<file path="src/rtl/stopwatch_timer.sv">
// stopwatch_timer: mm:ss stopwatch/countdown with prescaled 1 s tick, lap capture and expiry strobe
module stopwatch_timer #(
  parameter int CLK_DIV = 1,
  parameter int MIN_W = 8,
  parameter int MAX_MIN = 2**MIN_W-1
) (
  input  logic             clk,
  input  logic             rst_n,
  input  logic             start,
  input  logic             stop,
  input  logic             rst,
  input  logic             dir,
  input  logic             load,
  input  logic [MIN_W-1:0] load_min,
  input  logic [5:0]       load_sec,
  input  logic             lap,
  output logic [MIN_W-1:0] minutes,
  output logic [5:0]       seconds,
  output logic [MIN_W-1:0] lap_min,
  output logic [5:0]       lap_sec,
  output logic             lap_valid,
  output logic [1:0]       status,
  output logic             expired
);
  localparam int PW = CLK_DIV > 1 ? $clog2(CLK_DIV) : 1;
  localparam logic [MIN_W-1:0] MAXM = MIN_W'(MAX_MIN);
  localparam logic [PW-1:0] PMAX = PW'(CLK_DIV-1);
  typedef enum logic [1:0] {IDLE = 2'b00, PAUSED = 2'b01, RUNNING = 2'b10, EXPIRED = 2'b11} state_t;
  state_t state_q, state_d;
  logic [MIN_W-1:0] min_q, min_d, lap_min_q, lap_min_d;
  logic [5:0] sec_q, sec_d, lap_sec_q, lap_sec_d;
  logic [PW-1:0] pre_q, pre_d;
  logic mode_q, mode_d, lap_valid_q, lap_valid_d, expired_q, expired_d;
  logic run, tick, zero;
  always_comb begin
    run = state_q == RUNNING;
    tick = run && pre_q == PMAX;
    zero = min_q == '0 && sec_q == '0;
    state_d = state_q;
    min_d = min_q;
    sec_d = sec_q;
    pre_d = '0;
    mode_d = mode_q;
    expired_d = 1'b0;
    lap_valid_d = run && lap && !rst;
    lap_min_d = lap_valid_d ? min_q : lap_min_q;
    lap_sec_d = lap_valid_d ? sec_q : lap_sec_q;
    // only the highest-priority asserted command is considered, even if it is ignored
    if (rst) begin
      state_d = IDLE;
      min_d = '0;
      sec_d = '0;
    end else if (stop) begin
      state_d = run ? PAUSED : state_q;
    end else if (start) begin
      if ((state_q == IDLE || state_q == PAUSED) && !(dir && zero)) begin
        state_d = RUNNING;
        mode_d = dir;
      end
    end else if (load && !run) begin
      state_d = IDLE;
      min_d = load_min > MAXM ? MAXM : load_min;
      sec_d = load_sec > 6'd59 ? 6'd59 : load_sec;
    end
    if (run && !rst && !stop) begin
      pre_d = tick ? '0 : pre_q + 1'b1;
      if (tick && !mode_q) begin
        sec_d = sec_q == 6'd59 ? 6'd0 : sec_q + 1'b1;
        min_d = sec_q != 6'd59 ? min_q : min_q == MAXM ? '0 : min_q + 1'b1;
      end else if (tick) begin
        sec_d = sec_q == 6'd0 ? 6'd59 : sec_q - 1'b1;
        min_d = sec_q == 6'd0 ? min_q - 1'b1 : min_q;
        expired_d = min_q == '0 && sec_q == 6'd1;
        state_d = expired_d ? EXPIRED : state_d;
      end
    end
  end
  always_ff @(posedge clk) begin
    if (!rst_n) begin
      state_q <= IDLE;
      min_q <= '0;
      sec_q <= '0;
      pre_q <= '0;
      mode_q <= 1'b0;
      lap_min_q <= '0;
      lap_sec_q <= '0;
      lap_valid_q <= 1'b0;
      expired_q <= 1'b0;
    end else begin
      state_q <= state_d;
      min_q <= min_d;
      sec_q <= sec_d;
      pre_q <= pre_d;
      mode_q <= mode_d;
      lap_min_q <= lap_min_d;
      lap_sec_q <= lap_sec_d;
      lap_valid_q <= lap_valid_d;
      expired_q <= expired_d;
    end
  end
  assign minutes = min_q;
  assign seconds = sec_q;
  assign lap_min = lap_min_q;
  assign lap_sec = lap_sec_q;
  assign lap_valid = lap_valid_q;
  assign status = state_q;
  assign expired = expired_q;
endmodule
</file>
<file path="config.mk">
export PLATFORM = sky130hd
export DESIGN_NAME = stopwatch_timer
export DESIGN_NICKNAME = d
export VERILOG_FILES = /design/src/rtl/stopwatch_timer.sv
export SDC_FILE = /design/constraint.sdc
export NUM_CORES = 1
export LEC_CHECK = 0
export CAP_MARGIN = 40
export CORE_ASPECT_RATIO = 0.9
export CORE_MARGIN = 10
export CORE_UTILIZATION = 40
export DETAILED_ROUTE_END_ITERATION = 8
export GPL_TIMING_DRIVEN = 0
export PLACE_DENSITY = 0.78
export SETUP_SLACK_MARGIN = 0.05
export SLEW_MARGIN = 0
export SYNTH_ARGS = -nofsm -noshare
export SYNTH_HDL_FRONTEND = slang
export SYNTH_SLANG_ARGS = --single-unit
</file>
<file path="constraint.sdc">
create_clock -name clk -period 1.9 [get_ports clk]
set_input_delay 0.285 -clock clk [delete_from_list [all_inputs] [get_ports clk]]
set_output_delay 0.285 -clock clk [all_outputs]
set_load 0.1 [all_outputs]
</file>
==> metrics.md <==
| Metric | Value |
|---|---|
| Number of synthesized flops with an enable pin | `0` |
| Global-route wire length before repair | `12.39 mm` |
| Initial antenna violation count | `0` |
| Share of layout cells above drive strength 1 | `27.59%` |
| CTS tree | `yes` |
| Crit-path slowest cell | `clkdlybuf4s50_1` |
| Final Instance Area | `3623 um2` |
| Cell taking the most area after synthesis | `dfxtp_1` |
| Worst r2r src | `seconds[0]` |
| Placed Area | `3423 um2` |
| Fin crit share | `95.10%` |
| Most common cell in the netlist | `nand2_1` |
| Worst Hold Depth | `2` |
| Clk buf depth | `2` |
| IO Pins | `54` |
| Post-synth top flop | `dfxtp_1` |
| Die extent in y | `about 91 um` |
| Die width | `99.14 um` |
| Syn_area_per_cell | `7.939 um2` |
| # rows | `25` |
| Met3 WL | `644 um` |
| Layout area overhead | `60.71%` |
| Final ANT Viol Nets | `0` |
| Fin Clk Skew | `around 0.012 ns` |
| Leading post-synthesis cells by cell area | `dfxtp_1 30%, nand2_1 8.5%, a21oi_1 6.0%` |
| LEAKAGE | `1.300 nW` |
| Switching Share | `27.82%` |
| Critical path buffers and inverters | `2` |
| FF+latch area | `730.7 um2` |
| Core box area | `5349 um2` |
| FF+latch count, synth | `34` |
| WS Path Type | `flop to primary output` |
| Post-synth net total | `about 310` |
| R2R Path End | `seconds[5]` |
| Synth top area share | `30.19%` |
| Flop2flop setup slack | `0.10 ns` |
| Vias post-DR | `2,513` |
| Vias in the first global route | `2,461` |
| P_int | `1.223 mW` |
| Net count reported at finish | `405` |
| Pwr Density | `467.5 nW/um2` |
| Num Clock Sinks | `34` |
| Final hold vios | `0` |
| Power Total | `1.694 mW` |
| Part of the power in registers | `42.6%` |
| Total CTS buffers | `5` |
| RSZ-0062 raised after global routing | `yes` |
| Status | `completed` |
| Synth warn | `0` |
| Max layer used | `met4` |
| Worst Reg-to-Reg Cells | `6` |
| Smallest setup slack after layout | `between 0.09 and 0.1 ns` |
| Clock tree root buffer cell | `clkbuf_8` |
| Max Cap Viol | `0` |
| Slew Limit Fails | `0` |
| Worst-path cell chain | `clkdlybuf4s50_1 > buf_8` |
| Met2 WL post-DR | `3.562 mm` |
| M1 WL | `3.153 mm` |
| Routed Wire Length | `7.491 mm` |
| Cell Count, Final, Fillers Out | `between 400 and 500` |
| Die area | `9044 um2` |
| Highest clock rate | `0.5534 GHz` |
| HP Start | `rst` |
| 1st-iter DRT viols | `237` |
| Final setup fails | `0` |
| Peak VDD IR | `about 0.34 mV` |
| DRT Pass-1 Iters | `5` |
| Distinct cells, synth | `66` |
| Top post-synthesis cells by count | `51 x nand2_1, 34 x dfxtp_1, 27 x a21oi_1` |
| Antenna cell count | `0` |
| Clock-pin slew on the worst setup and hold paths | `0.08 ns` |
| Area occupied by multi-input gates | `1515 um2` |
| Initial Util | `42.15%` |
| Final GP Congestion | `0.9275` |
| Layout fillers | `423` |
| Post-DP HPWL | `around 5.7 mm` |
| Comb pwr share | `16.7%` |
| CP Capture Type | `primary output` |
| Net load switching power | `~0.47 mW` |
| Pin count of the biggest net entering global routing | `13` |
| Worst Path Arrival | `1.52 ns` |
| Post-synthesis sequential area ratio | `30.19%` |
| Delay-heaviest family, CP | `buffers and inverters` |
| IO buf count | `52` |
| WL/cell | `16.87 um` |
| CP Max Fanout | `8` |
| Cts hold-fix bufs | `0` |
| Grt ovf | `0` |
| H-tree depth | `2` |
| GRT Overall Usage | `16.15%` |
| Gate Count Post-Synth | `284` |
| Hold WC Path Type | `input port to flop` |
| Synthesized area | `2255 um2` |
| CP peak stage delay | `0.56 ns` |
| DR vias/cell | `about 5.7` |
| Fin crit period | `1.807 ns` |
| Worst endpoint required time | `approximately 1.6 ns` |
| Placed Cells | `between 400 and 500` |
| Clk_lat worst skew | `0.30 ns` |
| Pre-CTS WS | `-0.4685 ns` |
| Clock share of power | `40.7%` |
| Worst Hold End | `seconds[1]` |
| Post-layout util | `67.74%` |
| Async SR Flop Fraction | `0%` |
| CP Launch Type | `flop` |
| Residual DRC count | `0` |
| CP Launch Point | `minutes[6]` |
## kinds of logic after synthesis
family          Yosys count  synth area share (%)
fa+ha+maj                 7                 3.884
other cells               1                0.1663
mux                      10                 4.717
flops                    34                 30.19
simple gates            118                 27.91
xor+xnor                 10                 3.885
compound gates           76                 22.92
buf+inv                  28                 6.326
## flip-flops by register name, indices dropped and copies added, names as in the netlist
register,flops
lap_valid,1
lap_sec,6
status,2
pre_q,1
minutes,8
mode_q,1
lap_min,8
expired,1
seconds,6
## cell usage in the layout, fill, tap and decap left out, types with 5 or more instances in the layout
master,instances
dfxtp_1,18
nor3_1,8
inv_1,8
nand3_1,8
xnor2_1,7
a21oi_1,26
clkdlybuf4s50_1,49
clkbuf_8,6
o21ai_0,12
ha_1,6
nand2b_1,6
mux2i_1,5
nand2_1,50
dfxtp_4,12
nor2_1,16
buf_8,32
## final cells by class
cell class | instances | share of cell area, %
Buffer | 17 | 3.453
Clock buffer | 5 | 1.899
Clock inverter | 3 | 1.174
Inverter | 9 | 0.9323
Multi-Input combinational cell | 222 | 41.82
Sequential cell | 34 | 20.17
Tap cell | 67 | 2.314
Timing Repair Buffer | 87 | 28.25
## metrics by stage
stage / hold slack [ns] / TNS (ns)
6_report: 0.3594 / 0
3_3_place_gp: 0.4424 / -4.978
3_5_place_dp: 0.4467 / -5.582
5_1_grt: 0.3761 / -0.01685
4_1_cts: 0.3518 / 0
2_1_floorplan: 0.4227 / 0
## repair_timing
item | CTS | global route
gates resized for setup | 7 | 21
pin swaps | 5 | 4
setup buffers | 2 | 1
endpoints found under the setup margin | 16 | 16
## per-layer routing
metal  track usage (%)  up-vias
li1                  -     1202
met1             20.63     1157
met2             25.65      136
met3             5.152       18
met4             3.819        0
met5                 0        -
## worst max-delay path by stage
stage                 end  slack (ns)  cells after the start
6_report       minutes[6]        0.09                      2
5_1_grt        minutes[6]       -0.02                      8
4_1_cts        minutes[5]        0.05                      7
3_5_place_dp   minutes[7]       -0.47                      6
3_3_place_gp   minutes[7]       -0.43                      6
2_1_floorplan  minutes[4]        0.05                      6
## power by group through the flow
stage          registers [mW]  clock network, mW  logic, mW
2_1_floorplan           0.779                  0      0.115
3_3_place_gp            0.735                  0      0.247
3_5_place_dp            0.736                  0      0.271
4_1_cts                 0.719              0.692      0.275
5_1_grt                 0.723              0.734      0.301
6_report                0.722              0.689      0.283
(Power assumes the default switching activity.)
